## src/rtl/led_group_pkg.sv

```systemverilog
// Shared types and helpers for the per-group LED controller.
package led_group_pkg;

    // Group modes; 2'b11 is unused and recovers to GRP_ON.
    typedef enum logic [1:0] {
        GRP_ON    = 2'b00,
        GRP_OFF   = 2'b01,
        GRP_BLINK = 2'b10
    } grp_state_t;

    localparam logic [1:0] GRP_ON_ENC    = 2'b00;
    localparam logic [1:0] GRP_OFF_ENC   = 2'b01;
    localparam logic [1:0] GRP_BLINK_ENC = 2'b10;

    // One step of the ON -> OFF -> BLINK -> ON cycle; illegal codes fall back to ON.
    function automatic logic [1:0] grp_advance(logic [1:0] cur, logic press);
        logic [1:0] nxt;
        nxt = GRP_ON_ENC;
        case (cur)
            GRP_ON_ENC:    nxt = press ? GRP_OFF_ENC   : GRP_ON_ENC;
            GRP_OFF_ENC:   nxt = press ? GRP_BLINK_ENC : GRP_OFF_ENC;
            GRP_BLINK_ENC: nxt = press ? GRP_ON_ENC    : GRP_BLINK_ENC;
            default:       nxt = GRP_ON_ENC;
        endcase
        return nxt;
    endfunction

endpackage

```

## src/rtl/btn_debounce.sv

```systemverilog
// Push-button conditioner: 2-FF synchroniser, stable-level debounce counter
// and rising-edge detector producing a one-cycle press pulse.
module btn_debounce #(
    parameter int unsigned DEBOUNCE_CYCLES = 1_000_000
) (
    input  logic clk,
    input  logic rst_n,
    input  logic btn_raw,
    output logic level,
    output logic press
);

    localparam int unsigned CntW = $clog2(DEBOUNCE_CYCLES + 1);
    // The accepting sample is the DEBOUNCE_CYCLES-th consecutive mismatch.
    localparam logic [CntW-1:0] CntLast = CntW'(DEBOUNCE_CYCLES - 1);

    logic            s1_q, s2_q;
    logic            db_q, db_n;
    logic            db_prev_q;
    logic [CntW-1:0] cnt_q, cnt_d;

    // Debounce next state: any sample matching the accepted level restarts the count.
    always_comb begin
        db_n  = db_q;
        cnt_d = cnt_q;
        if (s2_q == db_q) begin
            cnt_d = '0;
        end else if (cnt_q == CntLast) begin
            db_n  = s2_q;
            cnt_d = '0;
        end else begin
            cnt_d = cnt_q + 1'b1;
        end
    end

    // Synchroniser, debounce state and edge-detect history.
    always_ff @(posedge clk or negedge rst_n) begin
        if (!rst_n) begin
            s1_q      <= 1'b0;
            s2_q      <= 1'b0;
            db_q      <= 1'b0;
            db_prev_q <= 1'b0;
            cnt_q     <= '0;
        end else begin
            s1_q      <= btn_raw;
            s2_q      <= s1_q;
            db_q      <= db_n;
            db_prev_q <= db_q;
            cnt_q     <= cnt_d;
        end
    end

    assign level = db_q;
    assign press = db_q & ~db_prev_q;

endmodule

```

## src/rtl/led_group_ctrl.sv

```systemverilog
// Switch-to-LED group controller: per-group debounced button stepping an
// ON/OFF/BLINK mode, one shared blink timebase, registered LED and state outputs.
module led_group_ctrl
    import led_group_pkg::*;
#(
    parameter int unsigned N_GROUPS        = 4,
    parameter int unsigned GROUP_W         = 4,
    parameter int unsigned DEBOUNCE_CYCLES = 1_000_000,
    parameter int unsigned BLINK_HALF      = 25_000_000
) (
    input  logic                          clk,
    input  logic                          rst_n,
    input  logic [N_GROUPS-1:0]           btn,
    input  logic [N_GROUPS*GROUP_W-1:0]   sw,
    output logic [N_GROUPS*GROUP_W-1:0]   led,
    output logic [2*N_GROUPS-1:0]         group_state
);

    localparam int unsigned BlinkW = $clog2(BLINK_HALF);
    localparam logic [BlinkW-1:0] BlinkLast = BlinkW'(BLINK_HALF - 1);

    logic [N_GROUPS-1:0]         press;
    logic [N_GROUPS-1:0]         db_level_unused;
    logic [N_GROUPS-1:0][1:0]    state_q, state_d;
    logic [BlinkW-1:0]           blink_cnt_q, blink_cnt_d;
    logic                        blink_phase_q, blink_phase_d;
    logic [N_GROUPS*GROUP_W-1:0] led_q, led_d;
    logic [2*N_GROUPS-1:0]       group_state_q, group_state_d;

    for (genvar g = 0; g < N_GROUPS; g++) begin : g_btn
        btn_debounce #(
            .DEBOUNCE_CYCLES(DEBOUNCE_CYCLES)
        ) u_btn_debounce (
            .clk    (clk),
            .rst_n  (rst_n),
            .btn_raw(btn[g]),
            .level  (db_level_unused[g]),
            .press  (press[g])
        );
    end

    // Group FSM next state: each group advances independently on its own press.
    always_comb begin
        state_d = state_q;
        for (int g = 0; g < N_GROUPS; g++) begin
            state_d[g] = grp_advance(state_q[g], press[g]);
        end
    end

    // Group FSM state register.
    always_ff @(posedge clk or negedge rst_n) begin
        if (!rst_n) begin
            state_q <= '0;
        end else begin
            state_q <= state_d;
        end
    end

    // Free-running blink timebase shared by all groups so they blink in phase.
    always_comb begin
        blink_cnt_d   = blink_cnt_q + 1'b1;
        blink_phase_d = blink_phase_q;
        if (blink_cnt_q == BlinkLast) begin
            blink_cnt_d   = '0;
            blink_phase_d = ~blink_phase_q;
        end
    end

    // Blink timebase register; phase starts high so blinking groups light first.
    always_ff @(posedge clk or negedge rst_n) begin
        if (!rst_n) begin
            blink_cnt_q   <= '0;
            blink_phase_q <= 1'b1;
        end else begin
            blink_cnt_q   <= blink_cnt_d;
            blink_phase_q <= blink_phase_d;
        end
    end

    // LED and state output values derived from the current group modes.
    always_comb begin
        led_d         = '0;
        group_state_d = '0;
        for (int g = 0; g < N_GROUPS; g++) begin
            group_state_d[2*g +: 2] = state_q[g];
            case (state_q[g])
                GRP_ON_ENC:    led_d[g*GROUP_W +: GROUP_W] = sw[g*GROUP_W +: GROUP_W];
                GRP_BLINK_ENC: led_d[g*GROUP_W +: GROUP_W] =
                                   sw[g*GROUP_W +: GROUP_W] & {GROUP_W{blink_phase_q}};
                default:       led_d[g*GROUP_W +: GROUP_W] = '0;
            endcase
        end
    end

    // Output register.
    always_ff @(posedge clk or negedge rst_n) begin
        if (!rst_n) begin
            led_q         <= '0;
            group_state_q <= '0;
        end else begin
            led_q         <= led_d;
            group_state_q <= group_state_d;
        end
    end

    assign led         = led_q;
    assign group_state = group_state_q;

endmodule

```

## config.mk

```make
export PLATFORM = sky130hd
export DESIGN_NAME = led_group_ctrl
export DESIGN_NICKNAME = d
export VERILOG_FILES = /design/src/rtl/led_group_pkg.sv /design/src/rtl/btn_debounce.sv /design/src/rtl/led_group_ctrl.sv
export SDC_FILE = /design/constraint.sdc
export NUM_CORES = 1
export LEC_CHECK = 0
export CORE_ASPECT_RATIO = 1.4
export CORE_MARGIN = 5
export CORE_UTILIZATION = 59
export DETAILED_ROUTE_END_ITERATION = 8
export PLACE_DENSITY_LB_ADDON = 0.3
export SYNTH_ARGS = -nofsm -noshare
export SYNTH_HDL_FRONTEND = slang
export SYNTH_SLANG_ARGS = --single-unit
```

## constraint.sdc

```tcl
create_clock -name clk -period 2.2 [get_ports clk]
set_input_delay 0.33 -clock clk [delete_from_list [all_inputs] [get_ports clk]]
set_output_delay 0.33 -clock clk [all_outputs]
set_load 0.02 [all_outputs]
```

==> metrics.md <==
| Metric | Value |
|---|---|
| Grt met1 use | `26.0%` |
| Fmax | `507 MHz` |
| Met2 Use GR | `38.8%` |
| CTS Buf Count | `17` |
| Nets | `730` |
| Clock Sinks | `154` |
| Fin cells | `860` |
| Slew Viols, Final | `0` |
| CP Launch Point | `g_btn[2].u_btn_debounce.cnt_q[0]` |
| Status | `complete, no violations` |
| Root Buffer | `clkbuf_16` |
| Gr ovfl total | `0` |
| Largest net degree at the start of global routing | `63` |
| Post-synthesis sequential area ratio | `56.7%` |
| Die ar. | `0.0138 sq mm` |
| Crit path to | `g_btn[2].u_btn_debounce.cnt_q[18]` |
| Height of the die | `137 um` |
| Tcrit/Tclk final | `89.6%` |
| Synthesized area per cell | `10.6 sq um` |
| Worst min path class | `input pin to flop` |
| Global-route wire length before repair | `24,500 um` |
| FF-to-FF path depth | `5` |
| Worst-Skew Late Latency | `0.42 ns` |
| Synth warn | `0` |
| Initial Util | `59.9%` |
| Filler cells | `777` |
| Worst reg2reg path endpoint | `g_btn[2].u_btn_debounce.cnt_q[18]` |
| Final ANT Viol Nets | `0` |
| RSZ-0062 raised after global routing | `false` |
| Postcts setup bufs | `0` |
| Crit path max fanout | `7` |
| EDFF count, synth | `0` |
| PortBufs | `45` |
| Number of global-route vias before repair | `5,381` |
| Most used flip-flop cell after synthesis | `dfrtp_1` |
| Cell Pwr Density | `796 mW/mm^2` |
| Fraction of registers with async set/reset | `100%` |
| Critical path startpoint category | `flop` |
| DRT Pass-1 Iters | `5` |
| Met3 Track Usage GR | `5.51%` |
| Inst Count DP | `827` |
| H-tree levels | `4` |
| R2R Setup Slk | `0.23 ns` |
| Final Hold Vio Count | `0` |
| Slew @ Worst Pin | `0.545 ns` |
| Fraction of layout cells with a size suffix above 1 | `8.24%` |
| Max Cap Viol | `0` |
| Mapped Nets | `669` |
| Drt initial violations | `246` |
| Hold slack final | `0.348 ns` |
| Post-DP HPWL | `9340 um` |
| RR Startpoint | `g_btn[2].u_btn_debounce.cnt_q[0]` |
| Fin crit period | `1.97 ns` |
| Total negative slack | `0 ns` |
| Max VDD drop | `570 uV` |
| Site Rows | `46` |
| Netlist cell types | `38` |
| Top Usage Layer GRT | `met2` |
| Clock transition at path regs | `0.06 ns` |
| Setup crit end kind | `flop` |
| Final setup fails | `0` |
| Crit path arrival time | `2.31 ns` |
| Crit Path Class | `flop to flop` |
| Static leakage | `3.43 nW` |
| Initial antenna violation count | `0` |
| Die span in x | `101 um` |
| GRT Util Overall | `22.3%` |
| Slew HR | `63.3%` |
| Area grow syn2layout | `20.4%` |
| # DRC | `0` |
| Max Clock Skew | `0.00723 ns` |
| Clock Tree Buf Depth | `2` |
| CTS tree | `built` |
| Area of the mapped netlist | `0.00680 sq mm` |
| Required time worst endpoint | `2.54 ns` |
| Gpl congestion | `0.849` |
| Antenna Cells | `0` |
| Post-Syn Instances | `642` |
| Core ar. | `0.0113 sq mm` |
| Min-delay src | `btn[3]` |
| Yosys reg bits | `154` |
| Routed wire length per instance | `16.2 um` |
| Via count | `5,078` |
| Post-Route WL | `14,000 um` |
| Routed vias/inst | `5.90` |
| Io pins | `46` |
sequential cells by signal, indices dropped and copies added (netlist names):
name	count
blink_phase_q	1
blink_cnt_q	25
group_state	8
g_btn.u_btn_debounce.level	4
g_btn.u_btn_debounce.db_prev_q	4
led	16
g_btn.u_btn_debounce.s1_q	4
group_state_d	8
g_btn.u_btn_debounce.s2_q	4
g_btn.u_btn_debounce.cnt_q	80
stage by stage:
step	setup slack [ns]	total power [mW]	instance area, sq um	util, %
floorplan	0.347	3.03	6800	-
global placement	0.297	3.18	7470	65.9
detailed placement	0.206	3.19	7470	65.9
CTS	0.211	6.56	8180	72.2
global route	0.122	6.71	8180	72.2
finish	0.228	6.51	8180	72.2
report_power, final:
group          switching, mW  leakage, nW  internal [mW]
Combinational          0.130         1.02          0.102
Clock                   1.10        0.339           2.28
Sequential            0.0259         2.07           2.87
Total                   1.25         3.43           5.26
area by class of cell:
type	count	area [sq um]	share of cell area, %
timing repair buffer	57	569	6.96
tap	144	180	2.20
inverter	17	63.8	0.780
sequential	154	3850	47.1
multi-input combinational	456	2810	34.3
clock inverter	10	209	2.55
clock buffer	22	494	6.04
layer usage:
metal,up-vias,share of wire [%]
li1,2391,-
met1,2472,40
met2,172,52
met3,43,4.8
met4,0,2.9
met5,-,0
worst min-delay path by stage:
stage / endpoint / slack (ns) / cells after the start
3_3_place_gp: g_btn[2].u_btn_debounce.cnt_q[14] / 0.29 / 1
3_5_place_dp: g_btn[2].u_btn_debounce.cnt_q[16] / 0.29 / 1
6_report: g_btn[3].u_btn_debounce.s1_q / 0.35 / 1
4_1_cts: g_btn[3].u_btn_debounce.s1_q / 0.34 / 1
2_1_floorplan: blink_cnt_q[0] / 0.03 / 0
5_1_grt: g_btn[3].u_btn_debounce.s1_q / 0.34 / 1
cells by family (layout without fill, tap and decap cells):
family / Yosys count / count (layout) / synth area share (%)
fa+ha+maj: 5 / 5 / 0.920
simple gates: 297 / 297 / 23.7
compound gates: 79 / 79 / 6.83
buf+inv: 32 / 106 / 2.01
flops: 154 / 154 / 56.7
mux: 5 / 5 / 0.810
xor+xnor: 70 / 70 / 9.02
critical path, stage by stage, from the launching register on:
cell	delay, ns
dfrtp_1	0.39
ha_1	0.23
nand3_2	0.10
or4_1	0.65
or3_1	0.39
a21oi_1	0.14
Yosys cell counts (8+ instances only):
master	count	area share, %
nand4_1	29	2.7
dfrtp_1	153	56
a21oi_1	37	2.7
inv_1	17	0.94
and3_1	13	1.2
o31ai_1	12	1.3
and2_1	23	2.1
nand3_1	34	2.5
xnor2_1	31	4.0
or4_1	12	1.3
xor2_1	39	5.0
nand2_1	37	2.0
and4_1	8	1.0
nor3_1	12	0.88
nor2_1	74	4.1
nor4_1	10	0.92
o21ai_0	25	1.8
or3_1	20	1.8
cell usage in the layout (no fill, tap or decap), types with 25 or more instances in the layout:
master | synthesis | routed
dfrtp_1 | 153 | 153
nor2_1 | 74 | 74
clkdlybuf4s50_1 | 0 | 44
xor2_1 | 39 | 39
a21oi_1 | 37 | 37
nand2_1 | 37 | 37
nand3_1 | 34 | 34
xnor2_1 | 31 | 31
nand4_1 | 29 | 29
o21ai_0 | 25 | 25
repair_timing:
item                                   4_1_cts  5_1_grt
gates resized for setup                      0        0
endpoints found under the hold margin       45        0
hold buffers                                 1        0
Note: power is estimated with default switching activity, not from simulation.
